--- config.mk ---
export PLATFORM = sky130hd
export DESIGN_NAME = audio_i2s_tx
export DESIGN_NICKNAME = d
export VERILOG_FILES = /design/src/rtl/audio_i2s_tx.sv
export SDC_FILE = /design/constraint.sdc
export NUM_CORES = 1
export LEC_CHECK = 0
export BUFFER_PORTS_ARGS = -buffer_cell sky130_fd_sc_hd__buf_4
export CORE_ASPECT_RATIO = 0.6
export CORE_MARGIN = 8
export CORE_UTILIZATION = 59
export CTS_BUF_LIST = sky130_fd_sc_hd__clkbuf_16
export DETAILED_ROUTE_END_ITERATION = 8
export PLACE_DENSITY = 0.85
export SLEW_MARGIN = 20
export SYNTH_ARGS = -nofsm -noshare
export SYNTH_HDL_FRONTEND = slang
export SYNTH_SLANG_ARGS = --single-unit
--- constraint.sdc ---
create_clock -name clk -period 3.3 [get_ports clk]
set_input_delay 0.495 -clock clk [delete_from_list [all_inputs] [get_ports clk]]
set_output_delay 0.495 -clock clk [all_outputs]
set_load 0.1 [all_outputs]
--- src/rtl/audio_i2s_tx.sv ---
// Mono-to-stereo left-justified I2S transmitter with a small sample FIFO.
// Derives bclk/lrck from clk with a divider; one sample feeds both channel slots.
module audio_i2s_tx #(
  parameter int unsigned BCLK_DIV   = 4,
  parameter int unsigned SLOT_W     = 16,
  parameter int unsigned FIFO_DEPTH = 4
) (
  input  logic                                clk,
  input  logic                                rst,
  input  logic [7:0]                          sample_in,
  input  logic                                sample_valid,
  output logic                                sample_ready,
  output logic [$clog2(FIFO_DEPTH+1)-1:0]     fifo_level,
  output logic                                bclk,
  output logic                                lrck,
  output logic                                sdata,
  output logic                                underrun,
  output logic                                overflow
);

  localparam int unsigned DIV_W  = (BCLK_DIV > 1) ? $clog2(BCLK_DIV) : 1;
  localparam int unsigned WORD_W = 2 * SLOT_W;
  localparam int unsigned CNT_W  = $clog2(WORD_W);
  localparam int unsigned PTR_W  = $clog2(FIFO_DEPTH);
  localparam int unsigned LVL_W  = $clog2(FIFO_DEPTH + 1);

  logic [DIV_W-1:0]  div_q, div_d;
  logic              bclk_q, bclk_d;
  logic [CNT_W-1:0]  bit_cnt_q, bit_cnt_d;
  logic [WORD_W-1:0] sh_q, sh_d;
  logic              sdata_q, sdata_d;
  logic              lrck_q, lrck_d;
  logic              underrun_q, underrun_d;
  logic              overflow_q, overflow_d;
  logic [PTR_W-1:0]  wr_ptr_q, wr_ptr_d;
  logic [PTR_W-1:0]  rd_ptr_q, rd_ptr_d;
  logic [LVL_W-1:0]  level_q, level_d;
  logic              ready_q, ready_d;
  logic [7:0]        mem_q [FIFO_DEPTH];

  logic              push;
  logic              pop;
  logic              fall;
  logic [SLOT_W-1:0] slot;
  logic [WORD_W-1:0] word;

  // Divider, bit sequencing, frame loading and FIFO bookkeeping
  always_comb begin
    div_d      = div_q;
    bclk_d     = bclk_q;
    bit_cnt_d  = bit_cnt_q;
    sh_d       = sh_q;
    sdata_d    = sdata_q;
    lrck_d     = lrck_q;
    underrun_d = 1'b0;
    overflow_d = 1'b0;
    push       = 1'b0;
    pop        = 1'b0;
    fall       = 1'b0;
    slot       = '0;
    word       = '0;

    if (div_q == DIV_W'(BCLK_DIV - 1)) begin
      div_d  = '0;
      bclk_d = ~bclk_q;
      fall   = bclk_q;
    end else begin
      div_d = div_q + DIV_W'(1);
    end

    if (fall) begin
      if (bit_cnt_q == CNT_W'(WORD_W - 1)) begin
        bit_cnt_d = '0;
        if (level_q != '0) begin
          pop  = 1'b1;
          slot = SLOT_W'(mem_q[rd_ptr_q]) << (SLOT_W - 8);
          word = {slot, slot};
        end else begin
          underrun_d = 1'b1;
        end
        sdata_d = word[WORD_W-1];
        sh_d    = word << 1;
      end else begin
        bit_cnt_d = bit_cnt_q + CNT_W'(1);
        sdata_d   = sh_q[WORD_W-1];
        sh_d      = sh_q << 1;
      end
      lrck_d = (bit_cnt_d >= CNT_W'(SLOT_W));
    end

    // Readiness reflects pre-edge occupancy, so a push while full is dropped even on a pop edge
    push       = sample_valid & ready_q;
    overflow_d = sample_valid & ~ready_q;

    wr_ptr_d = wr_ptr_q + PTR_W'(push);
    rd_ptr_d = rd_ptr_q + PTR_W'(pop);
    level_d  = level_q + LVL_W'(push) - LVL_W'(pop);
    ready_d  = (level_d != LVL_W'(FIFO_DEPTH));
  end

  always_ff @(posedge clk) begin
    if (rst) begin
      div_q      <= '0;
      bclk_q     <= 1'b0;
      bit_cnt_q  <= CNT_W'(WORD_W - 1);
      sh_q       <= '0;
      sdata_q    <= 1'b0;
      lrck_q     <= 1'b0;
      underrun_q <= 1'b0;
      overflow_q <= 1'b0;
      wr_ptr_q   <= '0;
      rd_ptr_q   <= '0;
      level_q    <= '0;
      ready_q    <= 1'b1;
    end else begin
      div_q      <= div_d;
      bclk_q     <= bclk_d;
      bit_cnt_q  <= bit_cnt_d;
      sh_q       <= sh_d;
      sdata_q    <= sdata_d;
      lrck_q     <= lrck_d;
      underrun_q <= underrun_d;
      overflow_q <= overflow_d;
      wr_ptr_q   <= wr_ptr_d;
      rd_ptr_q   <= rd_ptr_d;
      level_q    <= level_d;
      ready_q    <= ready_d;
    end
  end

  // Sample storage needs no reset; occupancy tracking gates every read
  always_ff @(posedge clk) begin
    if (!rst && push) begin
      mem_q[wr_ptr_q] <= sample_in;
    end
  end

  assign sample_ready = ready_q;
  assign fifo_level   = level_q;
  assign bclk         = bclk_q;
  assign lrck         = lrck_q;
  assign sdata        = sdata_q;
  assign underrun     = underrun_q;
  assign overflow     = overflow_q;

endmodule

==> run metrics, run 1 <==
maximum VDD drop 0.482 mV; Power Internal 0.00158 W; category of the most critical setup path flop to flop; HPWL reported at the end of detailed placement 3770 um; count of max-cap constraint violations 0; Crit Reg-Reg Startpoint bit_cnt_q[0]$_SDFFE_PP1P_; final design area excluding fillers 3440 um2; Setup crit start kind flop; master cell of the clock root buffer clkbuf_16; EDFF count, synth 32; Yosys warnings 0; Final Hold Viols 0; number of H-tree levels 3; flops & latches, synth 75; Critical Path RT 3510 ps; switch share 0.255; highest achievable clock rate 0.387 GHz; DRT iter0 DRCs 158; share of cells above drive strength 1 0.199; status finished, final reports clean; setup repair after global routing missed its margin no; Worst-Margin Slew 971 ps; data arrival time of the worst path 2800 ps; Post-Route Skew 3.57 ps; post-CTS resize count 0; count of cells along the worst hold path 1; area of the die 7760 um2; primary flip-flop cell chosen by synthesis mapping dfxtp_1; Register-to-Register Path Depth 12; number of antenna violations at the first check in global routing 0; post-route setup TNS 0 ps; insertion delay to the later sink of the worst-skew pair 330 ps; die span in x 108 um; ports placed on the boundary 20; Crit Reg-Reg Endpoint sample_ready$_SDFF_PP1_; antenna-violating nets left 0; start point of the worst min-delay path sample_in[4]; clock sinks 75; total via count after detailed routing 1959; CP Launch Point bit_cnt_q[0]$_SDFFE_PP1P_; pre-CTS setup slack 749 ps; Port Buffers 19; CTS buffer count 9; most frequent cell after synthesis dfxtp_1; Yosys top cell by area edfxtp_1; gp weighted congestion 0.704; overall die height 71.5 um; DR WL/cell 17.6 um; Setup WS post-layout 718 ps; CP Max Fanout 11; clk slew on worst S/H paths 60 ps; count of antenna diodes in the layout 0; relative slew slack 0.351; most numerous cell types in the synthesized netlist 43 x dfxtp_1, 33 x nand2_1, 32 x edfxtp_1; Worst setup EP type flop; Final nets 278; FP Rows 20; fraction of synthesized cell area taken by the top area cell type 0.317; vias in the first global route 1917; worst hold-check path type primary input to flop; maximum number of pins on one net before global-route repair 48; final routed DRC violation total 0; Period minus WS final 2580 ps; remaining global-route overflow 0; Total GRT Usage 0.163; power per cell area 618 nW/um2; Pre-antenna DRT Iters 4; total leakage power 1.17 nW; Max Buffers Root-to-Sink 2; setup violators final 0; clock share of power 0.391; wire length after detailed routing 5840 um; Combinational Power Share 0.124; reg-to-reg setup timing slack 720 ps; area inside the core boundary 5000 um2; drt via density 5.90; starting density of the core 0.605; post-CTS setup buffers 0; cell area reported after detailed placement 3190 um2; Post-Synthesis Cell Area 3030 um2; Area growth syn-to-layout 13.7%; Mean Syn Cell Area 12.5 um2; worst hold endpoint mem_q[0][4]$_DFFE_PP_; Net Sw Power 0.000542 W; Syn Nets 259; sequential group share of total power 0.485; top post-synthesis cells by area edfxtp_1 32%, dfxtp_1 28%, nand3b_1 6.0%; post-synthesis cell type count 39; number of hold-repair buffers added at the cts stage 0; TritonCTS clock tree built; number of standard cells after synthesis 242; fin crit share 0.782; global-route wire length before repair 9690 um; fraction of registers with async set/reset 0; sequential share of the synthesized area 0.602; Slew Limit Fails 0
-- kinds of logic after synthesis --
family / synth area share
buffers and inverters: 0.0413
adders and majority gates: 0.0273
AOI/OAI and AO/OA: 0.0674
muxes: 0.0645
DFF: 0.602
and+or+nand+nor: 0.184
xor gates and xnor gates: 0.0136
-- per-stage QoR --
stage / utilization / cells / hold slack [ps] / total power (W)
3_3_place_gp: 0.637 / 316 / 412 / 0.00130
4_1_cts: 0.688 / 332 / 365 / 0.00214
3_5_place_dp: 0.637 / 316 / 425 / 0.00131
6_report: 0.688 / 332 / 368 / 0.00213
2_1_floorplan: - / 242 / 404 / 0.00126
5_1_grt: 0.688 / 332 / 359 / 0.00220
-- per-layer routing --
layer	GRT usage	part of all wire	vias to the layer above
met1	0.200	0.44	961
met2	0.247	0.48	58
met4	0.0709	0.022	0
li1	-	-	927
met5	0	0	-
met3	0.0680	0.065	13
-- final cells by class --
type | count | area (um2)
inverter | 2 | 7.51
timing repair buffer | 26 | 195
fill | 345 | 1560
clock buffer | 9 | 225
sequential | 75 | 1820
tap | 66 | 82.6
multi-input combinational | 147 | 1080
clock inverter | 7 | 28.8
-- state kept, by name (all words and copies together), names as in the netlist, 2 cells and up --
signal / cells
wr_ptr_q: 2
fifo_level: 3
mem_q: 32
bit_cnt_q: 5
sh_q: 23
div_q: 2
rd_ptr_q: 2
-- worst max-delay path, stage by stage, from the launching register on --
cell and delay [ps]:
dfxtp_1 330, ha_1 230, and3_1 190, ha_1 200
and3_1 180, buf_4 190, nand3_1 140, nand2_1 70
ha_1 190, fa_1 360, xor3_1 180, nor2_1 130
nand2_1 70
-- worst max path at each step --
stage	to	slack [ps]	cells past startpoint
CTS	sample_ready$_SDFF_PP1_	710	12
global route	sample_ready$_SDFF_PP1_	570	12
detailed placement	sample_ready$_SDFF_PP1_	750	12
finish	sample_ready$_SDFF_PP1_	720	12
global placement	sample_ready$_SDFF_PP1_	850	12
floorplan	mem_q[2][0]$_DFFE_PP_	640	2
-- layout by cell type, fill, tap and decap left out --
master and count:
dfxtp_1 43, nand2_1 33, edfxtp_1 32, buf_4 26, nand3b_1 24, a31oi_1 15, a21oi_1 12, clkbuf_16 9
mux4_2 7, nand3_2 6, nand3_1 5, nor3_1 5, nor2_1 5, ha_1 5, inv_1 4, nor2b_1 4
and3_1 3, nor4b_1 3, a211o_1 2, o21ai_1 2, nor3b_1 2, xnor2_1 2, clkinv_2 2, clkinv_1 2
or3_4 1, a21o_1 1, nor4_1 1, nor4bb_1 1, and2_1 1, mux4_1 1, a221o_1 1, o21ai_0 1
or3_1 1, mux2_2 1, xor3_1 1, fa_1 1, inv_2 1
-- power by group through the flow --
stage | clock network (W) | registers [W] | logic, W
6_report | 0.000832 | 0.00103 | 0.000263
5_1_grt | 0.000888 | 0.00103 | 0.000282
4_1_cts | 0.000844 | 0.00103 | 0.000264
3_5_place_dp | 0 | 0.00105 | 0.000263
3_3_place_gp | 0 | 0.00105 | 0.000254
2_1_floorplan | 0 | 0.00113 | 0.000129
Power figures use the tool's default switching activity.
==> run 2, diff against run 1 <==
clock period = 2.7 ns   (was 3.3 ns; I/O delays follow)
==> run 2 against run 1 <==
Net effect: sequential share of layout area fell by 0.50 points; final cell count up 0.30%; first-iteration DRC count fell by 16%; largest power group unchanged; fmax increased by 6.4%; non-clock buffer count grew 1; final area increased by 0.95%; worst setup slack worse by 440 ps; critical path depth fell by 1.
==> run metrics, run 2 (synthesized netlist as in run 1, its figures left out) <==
most used cells in the layout excluding fill and tap cells 43 x dfxtp_1, 33 x nand2_1, 32 x edfxtp_1; category of the most critical setup path flop to flop; relative slew slack 0.583 (+0.231); CP Launch Point bit_cnt_q[0]$_SDFFE_PP1P_; total via count after detailed routing 1933 (-1.3%); Total GRT Usage 0.165 (+0.00214); HPWL reported at the end of detailed placement 3780 um (+0.17%); area inside the core boundary 5000 um2 (unchanged); most common library cell in the layout ignoring fill and taps dfxtp_1; CTS buffer count 9 (unchanged); Pre-antenna DRT Iters 4 (unchanged); global-route wire length before repair 9830 um (+1.4%); vias in the first global route 1996 (+4.1%); flip-flop count of the largest register, all copies and words added 32 (unchanged); total leakage power 1.19 nW (+1.6%); biggest registers after layout mem_q: 32 flops, sh_q: 23 flops, bit_cnt_q: 5 flops; Worst setup EP type flop; post-CTS resize count 0 (unchanged); Critical Path RT 2920 ps (-590 ps); status finished, final reports clean; post-layout total power 0.00270 W (+27%); antenna-violating nets left 0 (unchanged); setup repair after global routing missed its margin no; DRT iter0 DRCs 132 (-16%); highest achievable clock rate 0.412 GHz (+6.4%); setup violators final 0 (unchanged); Period minus WS final 2430 ps (-156 ps); remaining global-route overflow 0 (unchanged); DR WL/cell 17.6 um (+0.13%); wire length after detailed routing 5860 um (+0.43%); data arrival time of the worst path 2640 ps (-160 ps); Setup crit start kind flop; count of filler cells inserted in the layout 358 (+3.8%); hold slack final 282 ps (-86.6 ps); starting density of the core 0.605 (unchanged); Cells after DPL 317 (+0.32%); count of max-cap constraint violations 0 (unchanged); ports placed on the boundary 20 (unchanged); critical path cell sequence ha_1 -> and3_1 -> ha_1 -> and3_1 -> nand3_1 -> nand2_1 -> ha_1 -> fa_1 -> xor3_1 -> nor2_1 -> nand2_1; overall die height 71.5 um (unchanged); master cell of the clock root buffer clkbuf_16; post-route setup TNS 0 ps (unchanged); post-CTS setup buffers 0 (unchanged); Post-Route Skew 5.99 ps (+2.41 ps); clk slew on worst S/H paths 60 ps (about the same); non-filler cells, final 333 (+0.30%); TritonCTS clock tree built; number of antenna violations at the first check in global routing 0 (unchanged); drt via density 5.80 (-1.6%); final design area excluding fillers 3470 um2 (+0.95%); Max Buffers Root-to-Sink 2 (unchanged); number of H-tree levels 3 (unchanged); number of hold-repair buffers added at the cts stage 0 (unchanged); Reg with most FFs mem_q; gp weighted congestion 0.735 (+4.4%); die span in x 108 um (unchanged); maximum number of pins on one net before global-route repair 48 (unchanged); insertion delay to the later sink of the worst-skew pair 330 ps (about the same); Final nets 279 (+0.36%); area of the die 7760 um2 (unchanged); Worst-Margin Slew 625 ps (-345 ps); highest cell delay on the worst timing path 380 ps (+20 ps); cell type of the slowest stage on the worst timing path fa_1; start point of the worst min-delay path sample_in[3]; FP Rows 20 (unchanged); cell area reported after detailed placement 3200 um2 (+0.24%); fin crit share 0.898 (+0.116); maximum VDD drop 0.532 mV (+10%); final routed DRC violation total 0 (unchanged); Slew Limit Fails 0 (unchanged); Crit Reg-Reg Startpoint bit_cnt_q[0]$_SDFFE_PP1P_; Port Buffers 19 (unchanged); power per cell area 776 nW/um2 (+26%); Final Hold Viols 0 (unchanged); Area growth syn-to-layout 14.8%; Worst path most repeated cell ha_1; count of antenna diodes in the layout 0 (unchanged); share of cells above drive strength 1 0.199 (-0.000746); worst hold-check path type primary input to flop; CP Max Fanout 4 (-7); clock sinks 75 (unchanged)
-- run 2: changes by cell type in the layout (fill, tap and decap cells not counted), sizes merged --
| cell | delta |
|---|---|
| buf | +1 |
| clkinv | -2 |
| bufinv | +1 |
| inv | +1 |
-- run 2: critical path: cells and delay by family (launching register included) --
family / cells / cell delay, ps
adder cells (fa/ha/maj): 4 / 980
AND/OR/NAND/NOR: 6 / 820
flip-flops: 1 / 330
XOR/XNOR: 1 / 190
-- run 2: through the flow --
step | setup slack [ps] | util
after floorplan | 39.1 | -
after global placement | 401 | 0.639
after detailed placement | 278 | 0.639
after CTS | 277 | 0.694
after global routing | 90.0 | 0.694
final | 275 | 0.694
-- run 2: per-layer routing --
layer,GRT usage,part of all wire
met1,0.206,0.46
met2,0.249,0.47
met3,0.0734,0.058
met4,0.0588,0.012
met5,0,0
-- run 2: final cells by class --
type / count / area [um2] / share of cell area
flip-flops and latches: 75 / 1820 / 0.524
multi-input cells: 147 / 1080 / 0.311
clock buffers: 9 / 225 / 0.0648
repair buffers: 27 / 203 / 0.0583
well taps: 66 / 82.6 / 0.0238
clock inverters: 7 / 53.8 / 0.0155
inverters: 2 / 7.51 / 0.00216
-- run 2: worst paths after layout --
check             depth (start not counted)  slack, ps                 endpoint
setup / recovery                         11        270  sample_ready$_SDFF_PP1_
hold / removal                            1        280    mem_q[3][3]$_DFFE_PP_
setup reg to reg                         11        270  sample_ready$_SDFF_PP1_
hold reg to reg                           1        430      div_q[0]$_SDFF_PP0_
-- run 2: power by group --
| group | internal (W) | switching (W) |
|---|---|---|
| combinational | 0.000106 | 0.000222 |
| clock | 0.000696 | 0.000413 |
| sequential | 0.00123 | 0.0000295 |
| total | 0.00203 | 0.000665 |
==> run 3, diff against run 2 <==
CORE_UTILIZATION = 46   (was 59)
PLACE_DENSITY = 0.7   (was 0.85)
==> run 3 against run 2 <==
Net effect: clock skew decreased by 2.1 ps; critical endpoint unchanged; largest power group unchanged; hold slack got worse by 5.6 ps; final area decreased by 0.11%.
==> run metrics, run 3 (synthesized netlist as in run 1, its figures left out) <==
status finished, final reports clean; Total GRT Usage 0.126 (-0.0392); Combinational Power Share 0.123 (about the same); setup violators final 0 (unchanged); overall die height 78.8 um (+10%); drt via density 5.23 (-10%); cell type of the slowest stage on the worst timing path fa_1; Post-Route Skew 3.84 ps (-2.15 ps); Crit Reg-Reg Startpoint bit_cnt_q[0]$_SDFFE_PP1P_; share of cells above drive strength 1 0.195 (-0.00301); critical path cell sequence ha_1 -> and3_1 -> ha_1 -> and3_1 -> nand3_1 -> nand2_1 -> ha_1 -> fa_1 -> xor3_1 -> nor2_1 -> nand2_1; number of antenna violations at the first check in global routing 0 (unchanged); post-layout total power 0.00258 W (-4.4%); Crit Reg-Reg Endpoint sample_ready$_SDFF_PP1_; count of max-cap constraint violations 0 (unchanged); reg-to-reg setup timing slack 340 ps (+70 ps); wire length after detailed routing 5330 um (-9.1%); vias in the first global route 1846 (-7.5%); post-CTS setup buffers 0 (unchanged); Setup crit start kind flop; Period minus WS final 2360 ps (-70.1 ps); most used cells in the layout excluding fill and tap cells 43 x dfxtp_1, 33 x nand2_1, 32 x edfxtp_1; Worst path most repeated cell ha_1; DRT iter0 DRCs 177 (+34%); count of filler cells inserted in the layout 581 (+62%); switch share 0.251 (+0.00420); CP Launch Point bit_cnt_q[0]$_SDFFE_PP1P_; Buf/Inv on CP 0 (unchanged); post-CTS resize count 0 (unchanged); final routed DRC violation total 0 (unchanged); highest cell delay on the worst timing path 370 ps (about the same); Max Buffers Root-to-Sink 2 (unchanged); CP Depth 11 (unchanged); starting density of the core 0.464 (-0.141); data arrival time of the worst path 2580 ps (-60 ps); Detail Route met2 WL 2170 um (-21%); Area growth syn-to-layout 14.6%; Worst setup EP type flop; sequential group share of total power 0.488 (+0.021); area inside the core boundary 6530 um2 (+31%); worst hold-check path type primary input to flop; HPWL reported at the end of detailed placement 3470 um (-8.3%); Slew Limit Fails 0 (unchanged); gp weighted congestion 0.690 (-6.1%); clk slew on worst S/H paths 50 ps (about the same); ports placed on the boundary 20 (unchanged); master cell of the clock root buffer clkbuf_16; number of hold-repair buffers added at the cts stage 0 (unchanged); highest achievable clock rate 0.425 GHz (+3.0%); Final Hold Viols 0 (unchanged); CTS buffer count 9 (unchanged); kind of cell adding the most delay to the critical path adder cells; TritonCTS clock tree built; category of the most critical setup path flop to flop; area of the die 9520 um2 (+23%); flip-flop count of the largest register, all copies and words added 32 (unchanged); global-route wire length before repair 9120 um (-7.2%); Net Sw Power 0.000647 W (-2.8%); post-route setup TNS 0 ps (unchanged); Critical Path RT 2920 ps (about the same); Pre-antenna DRT Iters 4 (unchanged); remaining global-route overflow 0 (unchanged); number of H-tree levels 3 (unchanged); CP Max Fanout 4 (unchanged); Power Internal 0.00193 W (-4.9%); power per cell area 743 nW/um2 (-4.3%); biggest registers after layout mem_q: 32 flops, sh_q: 23 flops, bit_cnt_q: 5 flops; total via count after detailed routing 1845 (-4.6%); maximum VDD drop 0.373 mV (-30%); total leakage power 1.18 nW (-0.87%); count of antenna diodes in the layout 0 (unchanged); Worst-Margin Slew 616 ps (-8.87 ps); Final nets 279 (unchanged); antenna-violating nets left 0 (unchanged); Port Buffers 19 (unchanged); routed length on met1 2740 um (+0.77%); insertion delay to the later sink of the worst-skew pair 330 ps (about the same); most common library cell in the layout ignoring fill and taps dfxtp_1; DR WL/cell 15.1 um (-14%); setup repair after global routing missed its margin no; relative slew slack 0.589 (+0.00592); fin crit share 0.872 (-0.0260); clock sinks 75 (unchanged); clock share of power 0.389 (-0.022); Top Layer Used met4; crit path to sample_ready$_SDFF_PP1_; Reg with most FFs mem_q; maximum number of pins on one net before global-route repair 48 (unchanged); FP Rows 23 (+15%); die span in x 121 um (+11%); Register-to-Register Path Depth 11 (unchanged); met3 wirelength from detailed routing 337 um (-0.88%)
run 3: worst register-to-register path, stage by stage, from the launching register on:
cell and delay (ps):
dfxtp_1 330, ha_1 220, and3_1 190, ha_1 180, and3_1 210, nand3_1 130, nand2_1 70, ha_1 190
fa_1 370, xor3_1 190, nor2_1 120, nand2_1 60
run 3: through the flow:
step	instances	area [um2]	hold slack, ps	setup slack (ps)	utilization
after floorplan	242	3030	404	39.1	-
after global placement	338	3220	412	391	0.493
after detailed placement	338	3220	418	324	0.493
after CTS	353	3470	257	322	0.531
after global routing	353	3470	259	162	0.531
final	353	3470	276	345	0.531
run 3: final cells by class:
type | count | area (um2) | area share
flip-flops and latches | 75 | 1820 | 0.525
multi-input cells | 147 | 1080 | 0.311
clock buffers | 9 | 225 | 0.0649
repair buffers | 27 | 203 | 0.0584
well taps | 87 | 109 | 0.0314
clock inverters | 6 | 23.8 | 0.00685
inverters | 2 | 7.51 | 0.00216
run 3: worst min path at each step:
stage                             start                     to  cells past startpoint
global route               sample_in[0]  mem_q[3][0]$_DFFE_PP_                      1
global placement    div_q[0]$_SDFF_PP0_    div_q[0]$_SDFF_PP0_                      1
CTS                        sample_in[2]  mem_q[0][2]$_DFFE_PP_                      1
finish                     sample_in[0]  mem_q[3][0]$_DFFE_PP_                      1
floorplan           div_q[0]$_SDFF_PP0_    div_q[0]$_SDFF_PP0_                      1
detailed placement  div_q[0]$_SDFF_PP0_    div_q[0]$_SDFF_PP0_                      1
run 3: routing by layer:
metal	vias up	GRT usage
li1	930	-
met1	884	0.162
met2	25	0.170
met3	6	0.0715
met4	0	0.0520
met5	-	0
run 3: power by group through the flow:
stage	combinational, W	clock (W)	sequential [W]
3_3_place_gp	0.000317	0	0.00128
3_5_place_dp	0.000320	0	0.00128
5_1_grt	0.000344	0.00107	0.00126
6_report	0.000318	0.00100	0.00126
4_1_cts	0.000321	0.00103	0.00126
2_1_floorplan	0.000158	0	0.00138
